$ cat src/rtl/msg_pkg.sv
// Coherence-message types and field layout, shared by the outbound tx queue and the arbiter-side decoder.
package msg_pkg;

    localparam int unsigned MSG_TYPE_W     = 4;
    localparam int unsigned MSG_ID_MAX_W   = 8;
    localparam int unsigned MSG_ADDR_MAX_W = 64;
    localparam int unsigned MSG_MAX_W      = MSG_TYPE_W + 2 * MSG_ID_MAX_W + MSG_ADDR_MAX_W;

    typedef enum logic [MSG_TYPE_W-1:0] {
        RD_REQ  = 4'h0,
        WR_REQ  = 4'h1,
        INV     = 4'h2,
        INV_ACK = 4'h3,
        DATA    = 4'h4,
        EVICT   = 4'h5
    } msg_type_e;

    // Field offsets of {type, src, dst, addr}, MSB first, for a given ID/address width.
    function automatic int unsigned msg_width(input int unsigned id_w, input int unsigned addr_w);
        return MSG_TYPE_W + 2 * id_w + addr_w;
    endfunction

    function automatic int unsigned msg_dst_lsb(input int unsigned addr_w);
        return addr_w;
    endfunction

    function automatic int unsigned msg_src_lsb(input int unsigned id_w, input int unsigned addr_w);
        return id_w + addr_w;
    endfunction

    function automatic int unsigned msg_type_lsb(input int unsigned id_w, input int unsigned addr_w);
        return 2 * id_w + addr_w;
    endfunction

    // Result is left-padded to MSG_MAX_W; callers size-cast it to their msg_width().
    function automatic logic [MSG_MAX_W-1:0] msg_pack(
        input logic [MSG_TYPE_W-1:0]     mtype,
        input logic [MSG_ID_MAX_W-1:0]   src,
        input logic [MSG_ID_MAX_W-1:0]   dst,
        input logic [MSG_ADDR_MAX_W-1:0] addr,
        input int unsigned               id_w,
        input int unsigned               addr_w
    );
        logic [MSG_MAX_W-1:0] word;
        word = MSG_MAX_W'(addr);
        word = word | (MSG_MAX_W'(dst)   << msg_dst_lsb(addr_w));
        word = word | (MSG_MAX_W'(src)   << msg_src_lsb(id_w, addr_w));
        word = word | (MSG_MAX_W'(mtype) << msg_type_lsb(id_w, addr_w));
        return word;
    endfunction

endpackage

$ cat src/rtl/msg_fifo_core.sv
// Generic synchronous FIFO; full/empty are decoded from the registered occupancy count.
module msg_fifo_core #(
    parameter int unsigned WIDTH = 8,
    parameter int unsigned DEPTH = 4
) (
    input  logic                     clk,
    input  logic                     rst_n,
    input  logic                     push_i,
    input  logic                     pop_i,
    input  logic [WIDTH-1:0]         wdata_i,
    output logic [WIDTH-1:0]         rdata_o,
    output logic [$clog2(DEPTH):0]   count_o,
    output logic                     full_o,
    output logic                     empty_o
);

    localparam int unsigned AW = $clog2(DEPTH);
    localparam int unsigned CW = AW + 1;

    logic [WIDTH-1:0] mem_q [DEPTH];
    logic [AW-1:0]    wr_ptr_q, wr_ptr_d;
    logic [AW-1:0]    rd_ptr_q, rd_ptr_d;
    logic [CW-1:0]    count_q, count_d;
    logic             do_push, do_pop;

    assign full_o  = (count_q == CW'(DEPTH));
    assign empty_o = (count_q == '0);
    assign do_push = push_i && !full_o;
    assign do_pop  = pop_i && !empty_o;

    // DEPTH is a power of two, so the pointers wrap by plain overflow.
    always_comb begin
        wr_ptr_d = wr_ptr_q;
        rd_ptr_d = rd_ptr_q;
        if (do_push) wr_ptr_d = wr_ptr_q + AW'(1);
        if (do_pop)  rd_ptr_d = rd_ptr_q + AW'(1);
        count_d = count_q + CW'(do_push) - CW'(do_pop);
    end

    always_ff @(posedge clk) begin
        if (!rst_n) begin
            wr_ptr_q <= '0;
            rd_ptr_q <= '0;
            count_q  <= '0;
        end else begin
            wr_ptr_q <= wr_ptr_d;
            rd_ptr_q <= rd_ptr_d;
            count_q  <= count_d;
        end
    end

    always_ff @(posedge clk) begin
        if (do_push) mem_q[wr_ptr_q] <= wdata_i;
    end

    assign rdata_o = mem_q[rd_ptr_q];
    assign count_o = count_q;

endmodule

$ cat src/rtl/msg_tx_queue.sv
// Per-cache outbound coherence-message queue feeding the arbiter request/grant slice.
// Optional MSG_TX_STATS_EN adds sent_cnt and hwm (occupancy high-water mark) outputs.
module msg_tx_queue
    import msg_pkg::*;
#(
    parameter  int unsigned CACHE_NUM = 2,
    parameter  int unsigned CACHE_ID  = 0,
    parameter  int unsigned ADDR_W    = 32,
    parameter  int unsigned DEPTH     = 4,
    localparam int unsigned ID_W      = $clog2(CACHE_NUM),
    localparam int unsigned MSG_W     = MSG_TYPE_W + 2 * ID_W + ADDR_W,
    localparam int unsigned CW        = $clog2(DEPTH) + 1
) (
    input  logic                  clk,
    input  logic                  rst_n,
    input  logic                  in_valid,
    output logic                  in_ready,
    input  logic [MSG_TYPE_W-1:0] in_type,
    input  logic [ID_W-1:0]       in_dst,
    input  logic [ADDR_W-1:0]     in_addr,
    output logic                  msg_req,
    input  logic                  msg_gnt,
    output logic [MSG_W-1:0]      msg,
    output logic [CW-1:0]         count,
    output logic                  err_spur_gnt
`ifdef MSG_TX_STATS_EN
    ,
    output logic [31:0]           sent_cnt,
    output logic [CW-1:0]         hwm
`endif
);

    logic [MSG_W-1:0] wr_entry;
    logic             fifo_full, fifo_empty;
    logic             pop_fire;
    logic             err_q, err_d;

    assign wr_entry = MSG_W'(msg_pack(in_type,
                                      MSG_ID_MAX_W'(CACHE_ID),
                                      MSG_ID_MAX_W'(in_dst),
                                      MSG_ADDR_MAX_W'(in_addr),
                                      ID_W, ADDR_W));

    msg_fifo_core #(
        .WIDTH (MSG_W),
        .DEPTH (DEPTH)
    ) u_fifo (
        .clk     (clk),
        .rst_n   (rst_n),
        .push_i  (in_valid),
        .pop_i   (msg_gnt),
        .wdata_i (wr_entry),
        .rdata_o (msg),
        .count_o (count),
        .full_o  (fifo_full),
        .empty_o (fifo_empty)
    );

    assign in_ready = !fifo_full;
    assign msg_req  = !fifo_empty;
    assign pop_fire = msg_gnt && !fifo_empty;

    always_comb begin
        err_d = err_q;
        if (msg_gnt && fifo_empty) err_d = 1'b1;
    end

    always_ff @(posedge clk) begin
        if (!rst_n) err_q <= 1'b0;
        else        err_q <= err_d;
    end

    assign err_spur_gnt = err_q;

`ifdef MSG_TX_STATS_EN
    logic [31:0]   sent_q, sent_d;
    logic [CW-1:0] hwm_q, hwm_d;

    always_comb begin
        sent_d = sent_q + 32'(pop_fire);
        hwm_d  = hwm_q;
        if (count > hwm_q) hwm_d = count;
    end

    always_ff @(posedge clk) begin
        if (!rst_n) begin
            sent_q <= '0;
            hwm_q  <= '0;
        end else begin
            sent_q <= sent_d;
            hwm_q  <= hwm_d;
        end
    end

    assign sent_cnt = sent_q;
    assign hwm      = hwm_q;
`else
    logic unused_pop_fire;
    assign unused_pop_fire = pop_fire;
`endif

endmodule
$ cat config.mk
export PLATFORM = sky130hd
export DESIGN_NAME = msg_tx_queue
export DESIGN_NICKNAME = d
export VERILOG_FILES = /design/src/rtl/msg_pkg.sv /design/src/rtl/msg_fifo_core.sv /design/src/rtl/msg_tx_queue.sv
export SDC_FILE = /design/constraint.sdc
export NUM_CORES = 1
export LEC_CHECK = 0
export ABC_AREA = 1
export CORE_ASPECT_RATIO = 1.25
export CORE_MARGIN = 5
export CORE_UTILIZATION = 49
export DETAILED_ROUTE_END_ITERATION = 10
export GPL_TIMING_DRIVEN = 1
export PLACE_DENSITY = 0.76
export SLEW_MARGIN = 25
export SYNTH_ARGS = -nofsm -noshare
export SYNTH_HDL_FRONTEND = slang
export SYNTH_SLANG_ARGS = --single-unit
export TNS_END_PERCENT = 100
$ cat constraint.sdc
create_clock -name clk -period 2.6 [get_ports clk]
set_input_delay 0.52 -clock clk [delete_from_list [all_inputs] [get_ports clk]]
set_output_delay 0.52 -clock clk [all_outputs]
set_load 0.005 [all_outputs]
[Yosys cells after proc, flatten, opt, wreduce, memory -nomap -nowiden]
Memory sizes are Yosys's and may differ from the RTL's. A register that Yosys moved wholly into a read port is not among the register bits.
Cells that the tools add are included.
Cells by class
  add/sub/neg operators: 4
  eq/ne operators: 1
  muxes and demuxes: 4
  bitwise gates (word level): 2
  reduce and logical (&&, ||, !) cells: 6
Operators with widths (count)
  33-bit by 38-bit bitwise OR with 38-bit output: 1
  32-bit by 33-bit bitwise OR with 33-bit output: 1
  2-bit by 1-bit adder with 2-bit output (second input constant): 2
  2-bit 2-to-1 mux: 2
  3-bit by 1-bit adder with 3-bit output: 1
  3-bit equality test (second input constant): 1
  1-bit logical AND: 3
  3-bit zero test: 1
  3-bit by 1-bit subtractor with 3-bit output: 1
  1-bit zero test: 2
  1-bit 2-to-1 mux: 2
Word-level totals
  register bits: 8
  RAM bits: 152
  input bits: 41
  memories: 1
Memories
  u_fifo.mem_q: depth 4, bits a word 38, read ports 1, clocked after memory_dff 1, write ports 1, line msg_fifo_core.sv:20  | logic [WIDTH-1:0] mem_q [DEPTH];

[Longest topological paths before layout]
  word-level depth: 5
  gate-level depth with buffers: 9

[By module]
A second synthesis with hierarchy kept.
Second synthesis, totals
  cells, all modules: 444
  area, all modules: 6172.2 µm²
By module, submodules not included
  msg_fifo_core: times used 1, cells each 436, area each 6120.9 µm², sequential area each 4744.6 µm²
  msg_tx_queue: times used 1, cells each 8, area each 51.3 µm², sequential area each 20.0 µm²

[Least setup slack after synthesis]
OpenSTA, ideal clock, no wires.
  path type: register -> register
  start point: register u_fifo.count_q[1], in the netlist u_fifo.count_o[1]
  end point: memory u_fifo.mem_q[0][0] (netlist bit), enable pin
  library setup time: 0.431 ns
  arrival time: 2.301 ns
  path slack: -0.132 ns
  cell stages (with the launch flop): 5
  clock period less this slack: 2.732 ns
  cell sequence: dfxtp_1 > nor2_1 > nand2_1 > nand2_1 > nor2_1
Between the ends
  longest elaborated chain between the ends: 5
RTL lines
  from (decl): line msg_fifo_core.sv:23  | logic [CW-1:0] count_q, count_d;
  from (signal assigned): line msg_fifo_core.sv:48  | count_q <= count_d;
  3-bit equality test: line msg_fifo_core.sv:26  | assign full_o = (count_q == CW'(DEPTH));
  1-bit zero test
  net in_ready: line msg_tx_queue.sv:17  | output logic in_ready,
  1-bit logical AND: line msg_fifo_core.sv:28  | assign do_push = push_i && !full_o;
  1-bit 2-to-1 mux: line msg_fifo_core.sv:53  | if (do_push) mem_q[wr_ptr_q] <= wdata_i;
  1-bit 2-to-1 mux (implied by the code): line msg_fifo_core.sv:53
  to (decl): line msg_fifo_core.sv:20
The timed path passes the listed nets, and every way through them passes these cells.

==> impl_metrics.ini <==
[sta]
finalSetupTns_ns = 0
period_share_pct = 95.86
period_needed_ns = 2.492
drv_slew = 0
setup_viol = 0
clock_skew_ns = 0.01106
hold_viol = 0
fmax_mhz = 401.2
rsz0062_at_grt = true

[detailed_routing]
num_vias = 3722
antenna_left = 0
drt_iter0_markers = 144
drtPass1Iterations = 4
via_per_inst = 5.279
routed_wl_mm = 12.26
wl_per_cell_um = 17.39
drc = 0

[cells_and_area]
drive_above_1_share_pct = 10.54
syn_to_final_growth_pct = 28.62
final_cells = 705
final_cell_mix = edfxtp_1 (148), clkdlybuf4s50_1 (83), nor2_1 (81)
layout_commonest_cell = edfxtp_1
fin_util_pct = 63.97
nets = 576
n_antenna_cell = 0

[global_route]
grt_overflow = 0
grt_first_pass_wirelength_mm = 19.25
grt.total_usage_pct = 17.39
grt_pass1_vias = 3880
antenna_found_initial = 1
grt_max_degree = 38

[power_and_ir_drop]
netSwitchingFraction_pct = 28.30
ir_drop_mv = 0.4692
p_comb_share_pct = 26.8
p_leak_nw = 2.659
p_per_area_mw_per_mm2 = 961.5
p_sw_mw = 2.107
finalPower_mw = 7.446
power_frac_clock_pct = 30.0
p_int_mw = 5.338
pwr-share-seq_pct = 43.1

[clock_network]
insertion_delay_ns = 0.41
cts_buffers = 17
clkSlewWorstSetupHoldPaths_ns = 0.07
cts_root_buffer = clkbuf_16
clk_path_buf_depth = 2
cts_hold_buf = 0
cts_setup_buffers = 0
cts_tree = yes
cts_sinks = 158
htree_levels = 4

[synthesis]
ys_seq_elements = 158
syn_area_mm2 = 0.006021
synth_nets = 480
netlist.area_leader.share_pct = 73.82
syn_inst = 432
synth_largest_area_cell = edfxtp_1
ys_seq_area_share_pct = 77.14
synthTopCellsByArea = edfxtp_1 (74%), nor2_1 (5.3%), o22ai_1 (3.8%)
synth_cell_types = 20
syn_avg_cell_area_um2 = 13.94
yosysWarnings = 0

[critical_path]
cp_cell_sequence = buf_6, o21ai_0, o22ai_1, clkdlybuf4s50_1
ff2ff_setup_slack_ns = 0.74
crit_type = flop to output pin
critPathMaxStageDelay_ns = 0.54
slowest_stage = clkdlybuf4s50_1
critPathRequiredTime_ns = 2.08
worstSetupEndpointType = output pin
cp_top_family = buffers and inverters
critical_path_peak_fanout = 32
crit_buf_inv = 2
critPathLaunchType = flop
crit_arrival_ns = 1.97

[die]
die-area_mm2 = 0.01462
rows = 45
chipHeight_um = 133.9
die_x_um = 109.1
io_pins = 85
core_area_mm2 = 0.01211
start_util_pct = 49.74

[hold_path]
hp-class = flop to flop

[placement]
gp_congestion = 0.7334
dp_hpwl_mm = 7.373
dp_cells = 671
portBuffers = 83

[run_status]
status = finished, final reports clean

[job]
maxCapViolCount = 0
[power groups by stage]
stage	logic [mW]	clock network [mW]	registers [mW]
2_1_floorplan	0.959	0	3.24
5_1_grt	2.21	2.39	3.24
3_5_place_dp	1.98	0	3.25
4_1_cts	2.00	2.28	3.20
6_report	2.00	2.24	3.21
3_3_place_gp	1.93	0	3.24
[area by class of cell]
| type | instances | area (µm²) |
|---|---|---|
| clock buffer | 19 | 432.9 |
| clock inverter | 13 | 108.9 |
| tap | 164 | 205.2 |
| sequential | 158 | 4647 |
| multi-input combinational | 230 | 1167 |
| fill | 881 | 4362 |
| timing repair buffer | 102 | 1104 |
| inverter | 19 | 78.83 |
[state kept, by name, indices dropped and copies added, names as in the netlist, named ones only]
signal and count:
u_fifo.rd_ptr_q 2, u_fifo.mem_q 148, u_fifo.wr_ptr_q 2, u_fifo.count_o 3, err_spur_gnt 1
[synth_stat cells]
master    instances
dfxtp_1          10
a21boi_0          2
edfxtp_1        148
buf_2             4
nand2_1          14
nor2_1           85
clkbuf_2          1
nand3_1           5
o22ai_1          37
buf_6             8
a21oi_1           5
clkbuf_1         10
conb_1            1
buf_4             2
o21ai_1          29
inv_1            18
ha_1              6
fa_1              1
inv_2             1
o21ai_0          45
[final timing paths]
path,from,to,depth (start not counted)
hold reg to reg,err_spur_gnt$_SDFFE_PN0P_,err_spur_gnt$_SDFFE_PN0P_,2
setup reg to reg,u_fifo.count_o[1]$_SDFF_PN0_,u_fifo.count_o[2]$_SDFF_PN0_,8
hold / removal,err_spur_gnt$_SDFFE_PN0P_,err_spur_gnt$_SDFFE_PN0P_,2
setup / recovery,flop,msg[29],4
[worst reg2reg max path: cells and delay by family (launching register included)]
family / cells / cell delay, ns
AOI/OAI and AO/OA: 2 / 0.27
adders and majority gates: 3 / 0.86
and+or+nand+nor: 2 / 0.26
buffers and inverters: 1 / 0.04
DFF: 1 / 0.34
[through the flow]
stage / setup slack (ns) / hold WS, ns / cell area (µm²)
after global routing: -0.02755 / 0.4969 / 7744
after global placement: 0.2902 / 0.4490 / 7123
after CTS: 0.03932 / 0.4701 / 7675
after floorplan: -0.1321 / 0.4481 / 6021
final: 0.1076 / 0.4641 / 7744
after detailed placement: 0.2533 / 0.4602 / 7123
[cell families (layout without fill, tap and decap cells)]
kind of cell,count (synthesis),count (layout),synth area share (%)
DFF,158,158,77.14
AOI/OAI and AO/OA,118,118,10.66
and+or+nand+nor,104,104,6.588
buffers and inverters,44,153,3.969
adders and majority gates,7,7,1.579
other,1,1,0.06228
[layer usage]
layer	share of wire, %	vias up	track usage, %
li1	-	1784	-
met1	41	1834	21.52
met2	53	91	28.89
met3	4.8	11	5.200
met4	1.1	2	6.175
met5	0.090	-	0
[repair_timing]
| item | in CTS | in global routing |
|---|---|---|
| pin swaps | 0 | 1 |
| gates cloned | 0 | 2 |
| resized for setup | 3 | 8 |
| endpoints found under the setup margin | 7 | 16 |
No activity file was read; power rests on OpenSTA's default activity.
